`src/rtl/multi_button_debouncer.sv`:
```
// rtl/multi_button_debouncer.sv - N-channel button debouncer with auto-repeat and serialised event bus
module multi_button_debouncer #(
    parameter int N_BTN         = 2,
    parameter int DEB_CYCLES    = 100,
    parameter int REPEAT_DELAY  = 0,
    parameter int REPEAT_PERIOD = 50
) (
    input  logic             clk,
    input  logic             resetn,
    input  logic [N_BTN-1:0] i_btn_in,
    input  logic             i_enable,
    output logic             o_evt_valid,
    output logic [N_BTN-1:0] o_evt_onehot,
    output logic             o_evt_repeat,
    output logic [N_BTN-1:0] o_btn_level,
    output logic             o_evt_drop
);

    localparam int CNT_W   = $clog2(DEB_CYCLES + 1);
    localparam int TMR_MAX = (REPEAT_DELAY > REPEAT_PERIOD) ? REPEAT_DELAY : REPEAT_PERIOD;
    localparam int TMR_W   = $clog2(TMR_MAX + 1);

    logic [N_BTN-1:0] r_sync1;
    logic [N_BTN-1:0] r_sync2;
    logic [N_BTN-1:0] r_level;
    logic [N_BTN-1:0] r_pend;
    logic [N_BTN-1:0] r_pend_rep;
    logic [CNT_W-1:0] r_cnt [N_BTN];
    logic [TMR_W-1:0] r_tmr [N_BTN];

    logic [N_BTN-1:0] w_toggle;
    logic [N_BTN-1:0] w_press;
    logic [N_BTN-1:0] w_rep_evt;
    logic [N_BTN-1:0] w_new;
    logic [N_BTN-1:0] w_issue;
    logic [N_BTN-1:0] w_pend_keep;
    logic [N_BTN-1:0] w_accept;
    logic             w_drop;

    always_comb begin
        w_toggle  = '0;
        w_press   = '0;
        w_rep_evt = '0;
        for (int i = 0; i < N_BTN; i++) begin
            w_toggle[i]  = (r_sync2[i] != r_level[i]) && (r_cnt[i] == CNT_W'(DEB_CYCLES - 1));
            w_press[i]   = w_toggle[i] && !r_level[i];
            w_rep_evt[i] = (REPEAT_DELAY > 0) && r_level[i] && (r_tmr[i] == TMR_W'(1));
        end
        w_new       = (w_press | w_rep_evt) & {N_BTN{i_enable}};
        // Lowest set bit of the pending vector wins arbitration this cycle.
        w_issue     = r_pend & (~r_pend + N_BTN'(1));
        w_pend_keep = r_pend & ~w_issue;
        w_accept    = w_new & ~w_pend_keep;
        w_drop      = |(w_new & w_pend_keep);
    end

    always_ff @(posedge clk) begin
        if (!resetn) begin
            r_sync1      <= '0;
            r_sync2      <= '0;
            r_level      <= '0;
            r_pend       <= '0;
            r_pend_rep   <= '0;
            o_evt_valid  <= 1'b0;
            o_evt_onehot <= '0;
            o_evt_repeat <= 1'b0;
            o_evt_drop   <= 1'b0;
            for (int i = 0; i < N_BTN; i++) begin
                r_cnt[i] <= '0;
                r_tmr[i] <= '0;
            end
        end else begin
            r_sync1 <= i_btn_in;
            r_sync2 <= r_sync1;
            for (int i = 0; i < N_BTN; i++) begin
                if (r_sync2[i] == r_level[i]) begin
                    r_cnt[i] <= '0;
                end else if (w_toggle[i]) begin
                    r_cnt[i]   <= '0;
                    r_level[i] <= ~r_level[i];
                end else begin
                    r_cnt[i] <= r_cnt[i] + CNT_W'(1);
                end

                // Timer runs regardless of enable so repeats keep their phase.
                if (w_press[i]) begin
                    r_tmr[i] <= (REPEAT_DELAY > 0) ? TMR_W'(REPEAT_DELAY) : '0;
                end else if (w_toggle[i]) begin
                    r_tmr[i] <= '0;
                end else if (r_level[i] && (r_tmr[i] != '0)) begin
                    r_tmr[i] <= (r_tmr[i] == TMR_W'(1)) ? TMR_W'(REPEAT_PERIOD) : r_tmr[i] - TMR_W'(1);
                end
            end

            r_pend       <= i_enable ? (w_pend_keep | w_accept) : '0;
            r_pend_rep   <= (r_pend_rep & ~w_accept) | (w_accept & w_rep_evt);
            o_evt_valid  <= i_enable && (|r_pend);
            o_evt_onehot <= i_enable ? w_issue : '0;
            o_evt_repeat <= i_enable && (|(w_issue & r_pend_rep));
            o_evt_drop   <= w_drop;
        end
    end

    assign o_btn_level = r_level;

endmodule

```
`config.mk`:
```
export PLATFORM = sky130hd
export DESIGN_NAME = multi_button_debouncer
export DESIGN_NICKNAME = d
export VERILOG_FILES = /design/src/rtl/multi_button_debouncer.sv
export SDC_FILE = /design/constraint.sdc
export NUM_CORES = 1
export LEC_CHECK = 0
export BUFFER_PORTS_ARGS = -buffer_cell sky130_fd_sc_hd__buf_2
export CAP_MARGIN = 20
export CORE_MARGIN = 5
export CORE_UTILIZATION = 60
export CTS_BUF_LIST = sky130_fd_sc_hd__clkbuf_4 sky130_fd_sc_hd__clkbuf_8
export CTS_CLUSTER_SIZE = 12
export DETAILED_ROUTE_END_ITERATION = 7
export PLACE_DENSITY = 0.88
export SKIP_LAST_GASP = 1
export SYNTH_ARGS = -nofsm -noshare
export SYNTH_HDL_FRONTEND = slang
export SYNTH_SLANG_ARGS = --single-unit
export TNS_END_PERCENT = 1
```
`constraint.sdc`:
```
create_clock -name clk -period 2.89 [get_ports clk]
set_input_delay 0.578 -clock clk [delete_from_list [all_inputs] [get_ports clk]]
set_output_delay 0.578 -clock clk [all_outputs]
set_load 0.1 [all_outputs]
```
==> out/metrics.cfg <==
[worst_hold_path]
min_path_cells = 1
hold_class = register to register
min-delay-start = r_sync1[1]
holdPathEnd = r_sync2[1]

[timing]
tns_ns = 0
rsz0062_at_grt = no
final.setup_skew_ns = 0.0127
hold_viol_final = 0
setup_violations = 0
hold_slack_ns = 0.428
slew_headroom_pct = 63.9
min_period_over_period_pct = 64.9
worst_slew_pin_slew_ns = 0.539
maxSlewViolCount = 0
fin_crit_ns = 1.88
max_freq_mhz = 533

[logic_synthesis]
yosys.area_share.simple_pct = 21.5
yosysSeqAreaShare_pct = 59.9
synth_area_leaders = edfxtp_1 (35%), dfxtp_1 (25%), xor2_1 (4.4%)
ys_warn_count = 0
synth_top_area_cell = edfxtp_1
synthMuxAreaShare_pct = 0
synth_xor_area_share_pct = 5.83
netlist_area_um2 = 1200
yosys_register_bits = 29
synth.avg_cell_area_um2 = 10.7
yosysTopAreaCellShare_pct = 35.0
yosys.cell_types.count = 29
syn_inst = 112
synth_compound_area_share_pct = 8.43
synth_adder_area_share_pct = 2.08
synth_top_family_by_area = simple AND/OR/NAND/NOR gates

[clock_tree]
clk_path_buf_depth = 2
cts_max_level = 2
cts_root_buf = clkbuf_4
post_cts_resized = 0
clk_latency_ns = 0.32
cts_tree = done
cts.sinks = 29
numCtsBuffers = 5
post-cts-setup-buffer-count = 0
clkTransAtPathRegs_ns = 0.09
ctsHoldBuffers = 0

[placement]
numPortBuffers = 11
dp.cells = 162
gp_congestion = 0.745
placed_area_um2 = 1340
hpwl_um = 1420

[job]
max_cap_violations = 0

[outcome]
status = finished clean

[cells_and_area]
final_common_cell = dfxtp_1
nets = 149
design_area_um2 = 1400
fin_util_pct = 72.2
fin_cells = 170
antenna_cells = 0
syn2layout_area_growth_pct = 16.6
final_cell_mix = dfxtp_1 (15), edfxtp_1 (14), conb_1 (14)
drive_gt1_share_pct = 15.4

[floorplanning]
die_h_um = 54.8
io_pins = 12
die_w_um = 54.8
rows = 16
die-area_um2 = 3000
core-area_um2 = 1940
start_util_pct = 61.9

[grt]
grt_pass1_wl_um = 3370
grt_max_degree = 13
grt_pass1_vias = 831
grt_usage_pct = 16.6
antenna_found_initial = 0
overflow = 0

[worst_setup_path]
path_max_fanout = 7
path_buf_inv = 0
reg2reg_depth = 4
critical_path.endpoint_type = register
path_cells = ha_1 > or4b_4 > o211ai_1 > nor2_1
cpLargestDelayFamily = simple AND/OR/NAND/NOR gates
r2r_start = r_cnt[1][0]
cp-start-kind = register
slowest_delay_ns = 0.49
setup.worst_path.class = register to register
crit_arrival_ns = 1.94
worstReg2RegEnd = r_cnt[1][2]
reg2reg_slack_ns = 1.01
required_ns = 2.95
critPathSlowestCell = or4b_4

[pwr]
powerDensity_nw_per_um2 = 532
leakagePower_uw = 0.000570
ir_drop_mv = 0.534

[routing]
met1_length_um = 778
met3_length_um = 113
drt_pass1_iterations = 4
wirelength_um = 1920
dr_total_vias = 859
drc = 0
first_iter_violations = 9
wl_met2_um = 977
vias_per_cell = 5.05
postRouteAntennaNets = 0
wl_per_cell_um = 11.3
top_layer_used = met4

-- final cells by class --
type	count	area [um2]
Timing Repair Buffer	11	55.1
Fill cell	162	539
Inverter	5	18.8
Clock buffer	8	66.3
Sequential cell	29	721
Tap cell	27	33.8
Multi-Input combinational cell	90	508
-- worst reg2reg max path, cell delays in order, from the launching register on --
cell and delay [ns]:
edfxtp_1 0.39, ha_1 0.21, or4b_4 0.49, o211ai_1 0.43, nor2_1 0.11
-- layer usage --
metal | global-route usage, % | up-vias
met4 | 9.96 | 0
li1 | - | 441
met2 | 28.9 | 16
met3 | 6.54 | 4
met1 | 16.2 | 398
met5 | 0 | -
-- Yosys cell counts, drive strengths merged --
library cell	count
nor3	1
conb	1
xor2	6
and3	1
and4	1
o211ai	2
xnor2	2
or4b	1
nand3b	1
o211a	1
inv	5
a21oi	8
nand3	5
ha	2
or3	6
nor3b	1
clkbuf	1
or4	1
o21ai	6
nand2b	1
edfxtp	14
a31oi	1
nor2	13
nand4bb	1
dfxtp	15
and2	4
nor2b	1
nand2	10
-- power by group --
part | internal [uW] | switching [uW] | leakage [uW] | total (uW)
clock | 139 | 128 | 0.0000394 | 266
combinational | 11.4 | 17.9 | 0.000265 | 29.3
sequential | 441 | 9.31 | 0.000266 | 450
-- stage by stage --
stage | setup WS [ns] | power [uW]
after CTS | 0.988 | 751
after global placement | 1.03 | 486
final | 1.01 | 746
after floorplan | 1.12 | 479
after detailed placement | 0.999 | 488
after global routing | 0.795 | 782
-- how the worst max path moves through the flow --
stage / from / depth (start not counted) / to
global route: r_cnt[1][0] / 4 / r_cnt[1][6]
CTS: r_cnt[1][0] / 4 / r_cnt[1][2]
global placement: r_cnt[1][0] / 4 / r_cnt[1][4]
finish: r_cnt[1][0] / 4 / r_cnt[1][2]
floorplan: r_cnt[1][0] / 4 / r_pend_rep[1]
detailed placement: r_cnt[1][0] / 4 / r_cnt[1][2]
-- cell families after synthesis --
kind of cell | count (synthesis)
adder cells (fa/ha/maj) | 2
XOR/XNOR | 8
AO/OA/AOI/OAI | 18
other | 1
AND/OR/NAND/NOR | 48
buffers and inverters | 6
flip-flops | 29
-- sequential cells by signal, summed over array words and instances, names as in the netlist --
| name | cells |
|---|---|
| r_pend | 2 |
| r_pend_rep | 2 |
| r_sync1 | 2 |
| o_evt_onehot | 2 |
| o_evt_repeat | 1 |
| r_sync2 | 2 |
| r_cnt | 14 |
| o_btn_level | 2 |
| o_evt_drop | 1 |
| o_evt_valid | 1 |
Power figures use the tool's default switching activity.
